File: src/rtl/mux_scan_ctrl_if.sv
// rtl/mux_scan_ctrl_if.sv - Scan controller bundle: sweep control, mux select/data and sample output.
interface mux_scan_ctrl_if #(
  parameter int DWELL_W = 8
);
  logic               Start;
  logic               Stop;
  logic [7:0]         ChanMask;
  logic [DWELL_W-1:0] Dwell;
  logic [2:0]         Sel;
  logic               Enable;
  logic [7:0]         Y;
  logic               OutValid;
  logic               OutReady;
  logic [7:0]         OutData;
  logic [2:0]         OutChan;
  logic               Busy;

  modport master (
    output Start, Stop, ChanMask, Dwell, Y, OutReady,
    input  Sel, Enable, OutValid, OutData, OutChan, Busy
  );

  modport slave (
    input  Start, Stop, ChanMask, Dwell, Y, OutReady,
    output Sel, Enable, OutValid, OutData, OutChan, Busy
  );
endinterface

File: src/rtl/mux_scan_ctrl.sv
// rtl/mux_scan_ctrl.sv - Round-robin channel scanner driving an 8-input registered byte mux.
// Define MUX_SCAN_CONTINUOUS_EN to wrap at end of sweep instead of returning to IDLE.
module mux_scan_ctrl #(
  parameter int DWELL_W = 8
) (
  input  logic           Clock,
  input  logic           Reset,
  mux_scan_ctrl_if.slave bus
);

  typedef enum logic [1:0] {IDLE, WAIT, ISSUE, CAPTURE} state_e;

  state_e             state_q;
  logic [7:0]         mask_q;
  logic [DWELL_W-1:0] dwell_q;
  logic [DWELL_W-1:0] cnt_q;
  logic [2:0]         chan_q;
  logic               stop_q;
  logic [2:0]         sel_q;
  logic               enable_q;
  logic               out_valid_q;
  logic [7:0]         out_data_q;
  logic [2:0]         out_chan_q;

  logic [2:0]         next_chan_d;
  logic               has_next_d;
  logic               out_free_d;
  logic               capture_fire_d;
  logic               stop_now_d;

  function automatic logic [2:0] lowest_bit(input logic [7:0] m);
    lowest_bit = 3'd0;
    for (int i = 7; i >= 0; i--) begin
      if (m[i]) lowest_bit = i[2:0];
    end
  endfunction

  // Next higher enabled channel; has_next_d low marks the end of the sweep.
  always_comb begin
    next_chan_d = chan_q;
    has_next_d  = 1'b0;
    for (int i = 7; i >= 0; i--) begin
      if (mask_q[i] && (i[2:0] > chan_q)) begin
        next_chan_d = i[2:0];
        has_next_d  = 1'b1;
      end
    end
  end

  assign out_free_d     = !out_valid_q || bus.OutReady;
  assign capture_fire_d = (state_q == CAPTURE) && out_free_d;
  assign stop_now_d     = stop_q || bus.Stop;

  always_ff @(posedge Clock or posedge Reset) begin
    if (Reset) begin
      state_q  <= IDLE;
      mask_q   <= '0;
      dwell_q  <= '0;
      cnt_q    <= '0;
      chan_q   <= '0;
      stop_q   <= 1'b0;
      sel_q    <= '0;
      enable_q <= 1'b0;
    end else begin
      if (bus.Stop && (state_q != IDLE)) stop_q <= 1'b1;
      case (state_q)
        IDLE: begin
          if (bus.Start && !bus.Stop && (bus.ChanMask != 8'd0)) begin
            mask_q  <= bus.ChanMask;
            dwell_q <= bus.Dwell;
            cnt_q   <= bus.Dwell;
            chan_q  <= lowest_bit(bus.ChanMask);
            state_q <= WAIT;
          end
        end
        WAIT: begin
          if (cnt_q == '0) begin
            sel_q    <= chan_q;
            enable_q <= 1'b1;
            state_q  <= ISSUE;
          end else begin
            cnt_q <= cnt_q - 1'b1;
          end
        end
        ISSUE: begin
          enable_q <= 1'b0;
          state_q  <= CAPTURE;
        end
        CAPTURE: begin
          // Stalls here under back-pressure; Y stays put because Enable is low.
          if (capture_fire_d) begin
            if (stop_now_d) begin
              stop_q  <= 1'b0;
              state_q <= IDLE;
            end else if (has_next_d) begin
              chan_q  <= next_chan_d;
              cnt_q   <= dwell_q;
              state_q <= WAIT;
            end else begin
`ifdef MUX_SCAN_CONTINUOUS_EN
              chan_q  <= lowest_bit(mask_q);
              cnt_q   <= dwell_q;
              state_q <= WAIT;
`else
              state_q <= IDLE;
`endif
            end
          end
        end
        default: state_q <= IDLE;
      endcase
    end
  end

  // Output holding register: reload and accept may coincide.
  always_ff @(posedge Clock or posedge Reset) begin
    if (Reset) begin
      out_valid_q <= 1'b0;
      out_data_q  <= '0;
      out_chan_q  <= '0;
    end else if (capture_fire_d) begin
      out_valid_q <= 1'b1;
      out_data_q  <= bus.Y;
      out_chan_q  <= chan_q;
    end else if (bus.OutReady) begin
      out_valid_q <= 1'b0;
    end
  end

  assign bus.Sel      = sel_q;
  assign bus.Enable   = enable_q;
  assign bus.OutValid = out_valid_q;
  assign bus.OutData  = out_data_q;
  assign bus.OutChan  = out_chan_q;
  assign bus.Busy     = (state_q != IDLE);

endmodule
File: src/flat_wrapper.sv
// flat-port wrapper written by rule: the top's interface ports become plain ports
module mux_scan_ctrl_flat 
#(
  parameter int DWELL_W = 8
)
  (Clock, Reset, bus_Start, bus_Stop, bus_ChanMask, bus_Dwell, bus_Y, bus_OutReady, bus_Sel, bus_Enable, bus_OutValid, bus_OutData, bus_OutChan, bus_Busy);
  mux_scan_ctrl_if #(.DWELL_W(DWELL_W)) bus_i ();
  input  logic Clock;
  input  logic Reset;
  input wire logic [$bits(bus_i.Start)-1:0] bus_Start;
  input wire logic [$bits(bus_i.Stop)-1:0] bus_Stop;
  input wire logic [$bits(bus_i.ChanMask)-1:0] bus_ChanMask;
  input wire logic [$bits(bus_i.Dwell)-1:0] bus_Dwell;
  input wire logic [$bits(bus_i.Y)-1:0] bus_Y;
  input wire logic [$bits(bus_i.OutReady)-1:0] bus_OutReady;
  output wire logic [$bits(bus_i.Sel)-1:0] bus_Sel;
  output wire logic [$bits(bus_i.Enable)-1:0] bus_Enable;
  output wire logic [$bits(bus_i.OutValid)-1:0] bus_OutValid;
  output wire logic [$bits(bus_i.OutData)-1:0] bus_OutData;
  output wire logic [$bits(bus_i.OutChan)-1:0] bus_OutChan;
  output wire logic [$bits(bus_i.Busy)-1:0] bus_Busy;
  assign bus_i.Start = bus_Start;
  assign bus_i.Stop = bus_Stop;
  assign bus_i.ChanMask = bus_ChanMask;
  assign bus_i.Dwell = bus_Dwell;
  assign bus_i.Y = bus_Y;
  assign bus_i.OutReady = bus_OutReady;
  assign bus_Sel = bus_i.Sel;
  assign bus_Enable = bus_i.Enable;
  assign bus_OutValid = bus_i.OutValid;
  assign bus_OutData = bus_i.OutData;
  assign bus_OutChan = bus_i.OutChan;
  assign bus_Busy = bus_i.Busy;
  mux_scan_ctrl #(.DWELL_W(DWELL_W)) u_core (.Clock(Clock), .Reset(Reset), .bus(bus_i));
endmodule
File: config.mk
export PLATFORM = sky130hd
export DESIGN_NAME = mux_scan_ctrl_flat
export DESIGN_NICKNAME = d
export VERILOG_FILES = /design/src/rtl/mux_scan_ctrl_if.sv /design/src/rtl/mux_scan_ctrl.sv /design/src/flat_wrapper.sv
export SDC_FILE = /design/constraint.sdc
export NUM_CORES = 1
export LEC_CHECK = 0
export CAP_MARGIN = 10
export CORE_MARGIN = 2
export CORE_UTILIZATION = 53
export CTS_CLUSTER_SIZE = 12
export DETAILED_ROUTE_END_ITERATION = 10
export MAX_ROUTING_LAYER = met4
export PLACE_DENSITY = 0.9
export SYNTH_ARGS = -nofsm -noshare
export SYNTH_HDL_FRONTEND = slang
export SYNTH_SLANG_ARGS = --single-unit
export TNS_END_PERCENT = 30
File: constraint.sdc
create_clock -name Clock -period 4.09 [get_ports Clock]
set_clock_uncertainty 0.1 [all_clocks]
set_input_delay 0.818 -clock Clock [delete_from_list [all_inputs] [get_ports Clock]]
set_output_delay 0.818 -clock Clock [all_outputs]
set_load 0.005 [all_outputs]
Word level (Yosys, flattened, before mapping)

Index checks and enable logic that the tools add are counted.
W data, S select, Z words.

Add/sub/neg operators: 1
Multiply operators: 0
Div/mod/pow operators: 0
Magnitude comparators: 8
Equal/unequal tests: 10
Shift-type cells: 0
Mux-type cells: 49
Bitwise logic cells: 0
Reductions and logical operators: 30

Operators with widths:

| operator              | number |
|---|---|
| $mux W3               | 20 |
| $mux W8               | 5 |
| $pmux W8 S3           | 1 |
| $mux W1               | 16 |
| $gt A3 B3 Y1 const A  | 4 |
| $logic_and A1 B1 Y1   | 12 |
| $reduce_and A6 Y1     | 2 |
| $ne A9 B1 Y1 const B  | 1 |
| $logic_not A8 Y1      | 1 |
| $mux W2               | 4 |
| $ne A2 B1 Y1 const B  | 4 |
| $pmux W2 S4           | 1 |
| $reduce_bool A2 Y1    | 4 |
| $reduce_bool A8 Y1    | 1 |
| $sub A8 B1 Y8 const B | 1 |
| $gt A1 B3 Y1 const A  | 2 |
| $gt A2 B3 Y1 const A  | 2 |
| $pmux W3 S2           | 1 |
| $reduce_and A2 Y1     | 3 |
| $eq A2 B2 Y1 const B  | 2 |
| $ne A2 B2 Y1 const B  | 2 |
| $reduce_and A3 Y1     | 1 |
| $reduce_bool A3 Y1    | 1 |
| $eq A2 B1 Y1 const B  | 1 |
| other kinds (4)       | 6 |

Bits in registers: 46
Latch bits: 0
Bits in writable memories: 0
Memory bits (read-only): 0
Bits of input ports: 29
Output and inout bits: 17
Word-level logic and storage cells: 109
Memories kept: 0

Longest topological paths before layout

Word-level depth: 14
Mapped depth: 8
Mapped depth without buffers: 7

Least setup slack after synthesis

Ideal clock, no wire load.

Kind: input to register
Start point: in bus_ChanMask[5]
End point: reg u_core.dwell_q[0]
Library setup time: 0.125 ns
Arrival: 2.250 ns
Required time: 3.865 ns
Path slack: 1.616 ns
Cell stages on the path: 6
Path buffers: 2
Path through: nor4_1 -> a311o_1 -> or2_2 -> buf_2 -> buf_2 -> mux2_2

Longest elaborated chain between the ends: 3

RTL lines:

| what                               | RTL line            | RTL |
|---|---|---|
| start, declared                    | flat_wrapper.sv:12  | `input wire logic [$bits(bus_i.ChanMask)-1:0] bus_ChanMask;` |
| $reduce_bool A8 Y1                 | mux_scan_ctrl.sv:68 | `if (bus.Start && !bus.Stop && (bus.ChanMask != 8'd0)) begin` |
| $logic_and A1 B1 Y1                | mux_scan_ctrl.sv:68 |  |
| $reduce_and A2 Y1 (no source line) | --                  |  |
| end signal, assigned               | mux_scan_ctrl.sv:70 | `dwell_q <= bus.Dwell;` |
| end, declared                      | mux_scan_ctrl.sv:15 | `logic [DWELL_W-1:0] dwell_q;` |

No other way between the ends.
A chain may end at the register's enable or synchronous reset.

Worst setup path in the final report

Start point: in bus_ChanMask[6]
End point: reg u_core.mask_q[7]

Longest elaborated chain between the ends: 3

RTL lines:

| what                               | RTL line            | RTL |
|---|---|---|
| $reduce_bool A8 Y1                 | mux_scan_ctrl.sv:68 |  |
| $logic_and A1 B1 Y1                | mux_scan_ctrl.sv:68 |  |
| $reduce_and A2 Y1 (no source line) | --                  |  |
| end signal, assigned               | mux_scan_ctrl.sv:69 | `mask_q <= bus.ChanMask;` |
| end, declared                      | mux_scan_ctrl.sv:14 | `logic [7:0] mask_q;` |

No other way between the ends.

==> PnR_summary.wiki <==
{| class="wikitable"
! Metric !! Value
|-
| Status || finished clean
|-
| Min Clock Period, post-route || roughly 2.8 ns
|-
| Drt total wl || 5290 um
|-
| Final Setup Violations || 0
|-
| Area enclosed by the die boundary || just over 5000 sq um
|-
| Mean instance size in the synthesized netlist || between 10 and 15 sq um
|-
| Cell area after technology mapping || roughly 2500 sq um
|-
| Gpl congestion || approximately 0.93
|-
| Antenna violations before repair || 0
|-
| Type of origin of the critical path || primary input
|-
| Transition time at the pin with the least slew margin || 0.660 ns
|-
| Mapped Nets || 260
|-
| Fill cell total of the finished layout || about 330
|-
| Gate count after technology mapping || 225
|-
| Most instantiated flip-flop cell in the synthesis netlist || sky130_fd_sc_hd__dfrtp_1
|-
| Half-perimeter wire length after detailed placement || approximately 3900 um
|-
| Slew headroom || 0.560
|-
| Total CTS buffers || 5
|-
| Distinct cell type count after synthesis || 52
|-
| Data arrival time of the critical path || just under 3 ns
|-
| Via count of the first global-routing pass || between 1500 and 2000
|-
| Global-route wire length before repair || 9090 um
|-
| Final hold viol count || 0
|-
| Chip Width || 72.1 um
|-
| Number of core rows || 24
|-
| Drt via density || ~6
|-
| Most used routing layer in global routing || met2
|-
| CTS root buffer || sky130_fd_sc_hd__clkbuf_8
|-
| Area added between synthesis and finish || 23.7%
|-
| Area used by multi-input combinational logic || 1250 sq um
|-
| Cell area power density || roughly 770 nW/um^2
|-
| Clock sink count || 45
|-
| Pin count of the biggest net entering global routing || 46
|-
| Type of the setup path with the least slack || primary input to flop
|-
| Share of synthesized flip-flops with an asynchronous set or reset || 1.00
|-
| EDFF count, synth || 0
|-
| Number of warnings issued by yosys || 0
|-
| Worst min-delay path category || flop to flop
|-
| Setup crit end kind || flop
|-
| Area of all placed cells without fillers || between 3000 and 4000 sq um
|-
| Static leakage power || approximately 0.0013 uW
|-
| Met1 demand-to-capacity share in global routing || 0.295
|-
| Leftover overflow at the end of global routing || 0
|-
| Share of the yosys chip area belonging to registers || 0.458
|-
| Combined flip-flop and latch cell area || 1130 sq um
|-
| Layout cell share with drive strength beyond 1 || 0.173
|-
| Global Route met2 Usage || 0.358
|-
| Clock network latency to the later pin of the worst-skew pair || roughly 0.3 ns
|-
| Cell area after placement || 2950 sq um
|-
| Post-CTS setup buffer count || 0
|-
| Crit share post-route || 0.688
|-
| Initial core utilization || 0.557
|-
| Die Y || just over 70 um
|-
| Final routed DRC violation total || 0
|-
| Summed negative setup slack over all endpoints || 0 ns
|-
| Met3 layer usage reported by global route || 0.0500
|-
| Total Routing Usage GR || 0.230
|-
| Depth of the CTS H-tree || 2
|-
| Largest driver fanout on the critical path || 16
|-
| Setup repair after global routing missed its margin || no
|-
| First drt pass iteration count || 4
|-
| Core region area || approximately 4400 sq um
|-
| Number of resized instances in the post-cts repair step || 0
|-
| CTS clk-pin slew, worst paths || around 0.080 ns
|-
| Number of top-level pins || between 40 and 50
|-
| Largest buffer count on any clock path || 2
|-
| Worst voltage drop across the vdd grid || just under 0.0005 V
|-
| Net count of the finished layout || 305
|-
| DRT antenna net count || 0
|-
| Iteration-0 DRC Markers || 142
|-
| Fmax || ~360 MHz
|-
| Max-cap viol count || 0
|-
| Total of buffers placed on input and output ports || 45
|-
| Clock tree from TritonCTS || built
|-
| Count of inserted antenna diode cells || 0
|-
| Detailed-route via count || roughly 1900
|-
| Routed wire length per instance || 16.4 um
|-
| Slew Limit Fails || 0
|-
| Leading cell types in the layout, fill and taps excluded || 45 x sky130_fd_sc_hd__clkdlybuf4s50_1, 45 x sky130_fd_sc_hd__dfrtp_1, 29 x sky130_fd_sc_hd__mux2_2, 18 x sky130_fd_sc_hd__nand2_1, 13 x sky130_fd_sc_hd__nor2_1
|-
| Number of storage elements in the synthesis netlist || between 40 and 50
|-
| Hold buffers post-CTS || 0
|-
| Worst EP required || ~4.2 ns
|}
[through the flow]
step           hold slack (ns)  cells  power, uW  utilization  setup WS [ns]
6_report                 0.410    323       2350        0.689           1.28
3_5_place_dp             0.393    315       2060        0.667          0.968
4_1_cts                  0.411    323       2350        0.689           1.29
5_1_grt                  0.419    323       2520        0.689           1.11
3_3_place_gp             0.369    315       2020        0.667          0.980
2_1_floorplan            0.370    225       1670            -           1.62
[sequential cells by signal, indices dropped and copies added, names as in the netlist]
register	flops
u_core.mask_q	7
u_core.bus.Enable	1
u_core.bus.OutData	8
u_core.bus.OutValid	1
u_core.bus.Sel	3
u_core.chan_q	3
u_core.dwell_q	8
u_core.cnt_q	8
u_core.state_q	2
u_core.stop_q	1
u_core.bus.OutChan	3
[synth_stat cells (2+ instances only)]
| master | count | area, sq um |
|---|---|---|
| sky130_fd_sc_hd__mux2_2 | 29 | 327 |
| sky130_fd_sc_hd__a2111oi_4 | 2 | 55.1 |
| sky130_fd_sc_hd__nand2_1 | 18 | 67.6 |
| sky130_fd_sc_hd__o21ai_0 | 6 | 30.0 |
| sky130_fd_sc_hd__nor2_1 | 13 | 48.8 |
| sky130_fd_sc_hd__a22oi_1 | 2 | 15.0 |
| sky130_fd_sc_hd__a221oi_1 | 6 | 52.6 |
| sky130_fd_sc_hd__nand3_1 | 5 | 25.0 |
| sky130_fd_sc_hd__mux2i_1 | 3 | 30.0 |
| sky130_fd_sc_hd__ha_1 | 6 | 75.1 |
| sky130_fd_sc_hd__buf_2 | 2 | 10.0 |
| sky130_fd_sc_hd__a21oi_1 | 12 | 60.1 |
| sky130_fd_sc_hd__o31ai_1 | 2 | 15.0 |
| sky130_fd_sc_hd__inv_1 | 12 | 45.0 |
| sky130_fd_sc_hd__and4b_1 | 3 | 30.0 |
| sky130_fd_sc_hd__dfrtp_1 | 45 | 1130 |
| sky130_fd_sc_hd__mux2_1 | 2 | 22.5 |
| sky130_fd_sc_hd__nor2b_1 | 5 | 31.3 |
| sky130_fd_sc_hd__nor4_1 | 3 | 18.8 |
| sky130_fd_sc_hd__a41oi_1 | 3 | 26.3 |
| sky130_fd_sc_hd__o2bb2ai_1 | 3 | 26.3 |
| sky130_fd_sc_hd__clkbuf_1 | 5 | 18.8 |
| sky130_fd_sc_hd__nand2b_1 | 4 | 25.0 |
| sky130_fd_sc_hd__or3b_2 | 2 | 17.5 |
| sky130_fd_sc_hd__a21boi_0 | 3 | 22.5 |
| sky130_fd_sc_hd__o21bai_1 | 2 | 15.0 |
| sky130_fd_sc_hd__o221ai_1 | 2 | 17.5 |
[power breakdown]
group / internal (uW) / switching (uW) / leakage, uW / total (uW)
Clock: 137 / 148 / 0.0000512 / 285
Combinational: 641 / 567 / 0.000697 / 1210
Sequential: 665 / 191 / 0.000549 / 856
Total: 1440 / 906 / 0.00130 / 2350
[final timing paths]
path / depth (start not counted) / slack, ns / to / startpoint
max in group asynchronous: 3 / 2.65 / u_core.dwell_q[7] / Reset
hold reg to reg: 2 / 0.41 / u_core.bus.OutChan[2] / u_core.bus.OutChan[2]
setup / recovery: 5 / 1.28 / u_core.mask_q[7] / bus_ChanMask[6]
setup reg to reg: 5 / 1.36 / u_core.chan_q[1] / u_core.state_q[0]
hold / removal: 2 / 0.41 / u_core.bus.OutChan[2] / u_core.bus.OutChan[2]
min in group asynchronous: 3 / 0.86 / u_core.dwell_q[2] / Reset
[worst max-delay path: stages]
cell and delay, ns:
sky130_fd_sc_hd__clkdlybuf4s50_1 0.46, sky130_fd_sc_hd__nor4_1 0.45, sky130_fd_sc_hd__a311o_1 0.35, sky130_fd_sc_hd__or2_2 0.41, sky130_fd_sc_hd__mux2_2 0.41
[cell families (layout without fill, tap and decap cells)]
group | Yosys count | count (layout) | share of synthesized area
compound gates | 54 | 54 | 0.175
xor+xnor | 1 | 1 | 0.00356
fa+ha+maj | 6 | 6 | 0.0305
buf+inv | 20 | 66 | 0.0331
flops | 45 | 45 | 0.458
mux | 34 | 34 | 0.154
simple gates | 65 | 65 | 0.146
[cell type report]
type                            count  area share
Inverter                           12      0.0148
Sequential cell                    45       0.370
Clock inverter                      2     0.00452
Tap cell                           52      0.0214
Clock buffer                        6      0.0271
Multi-Input combinational cell    160       0.411
Timing Repair Buffer               46       0.151
[metal layers]
layer / vias up / wire length, um
met5: - / 0
met4: 0 / 106
met1: 936 / 2410
li1: 929 / -
met2: 56 / 2490
met3: 11 / 287
(Power assumes the default switching activity.)
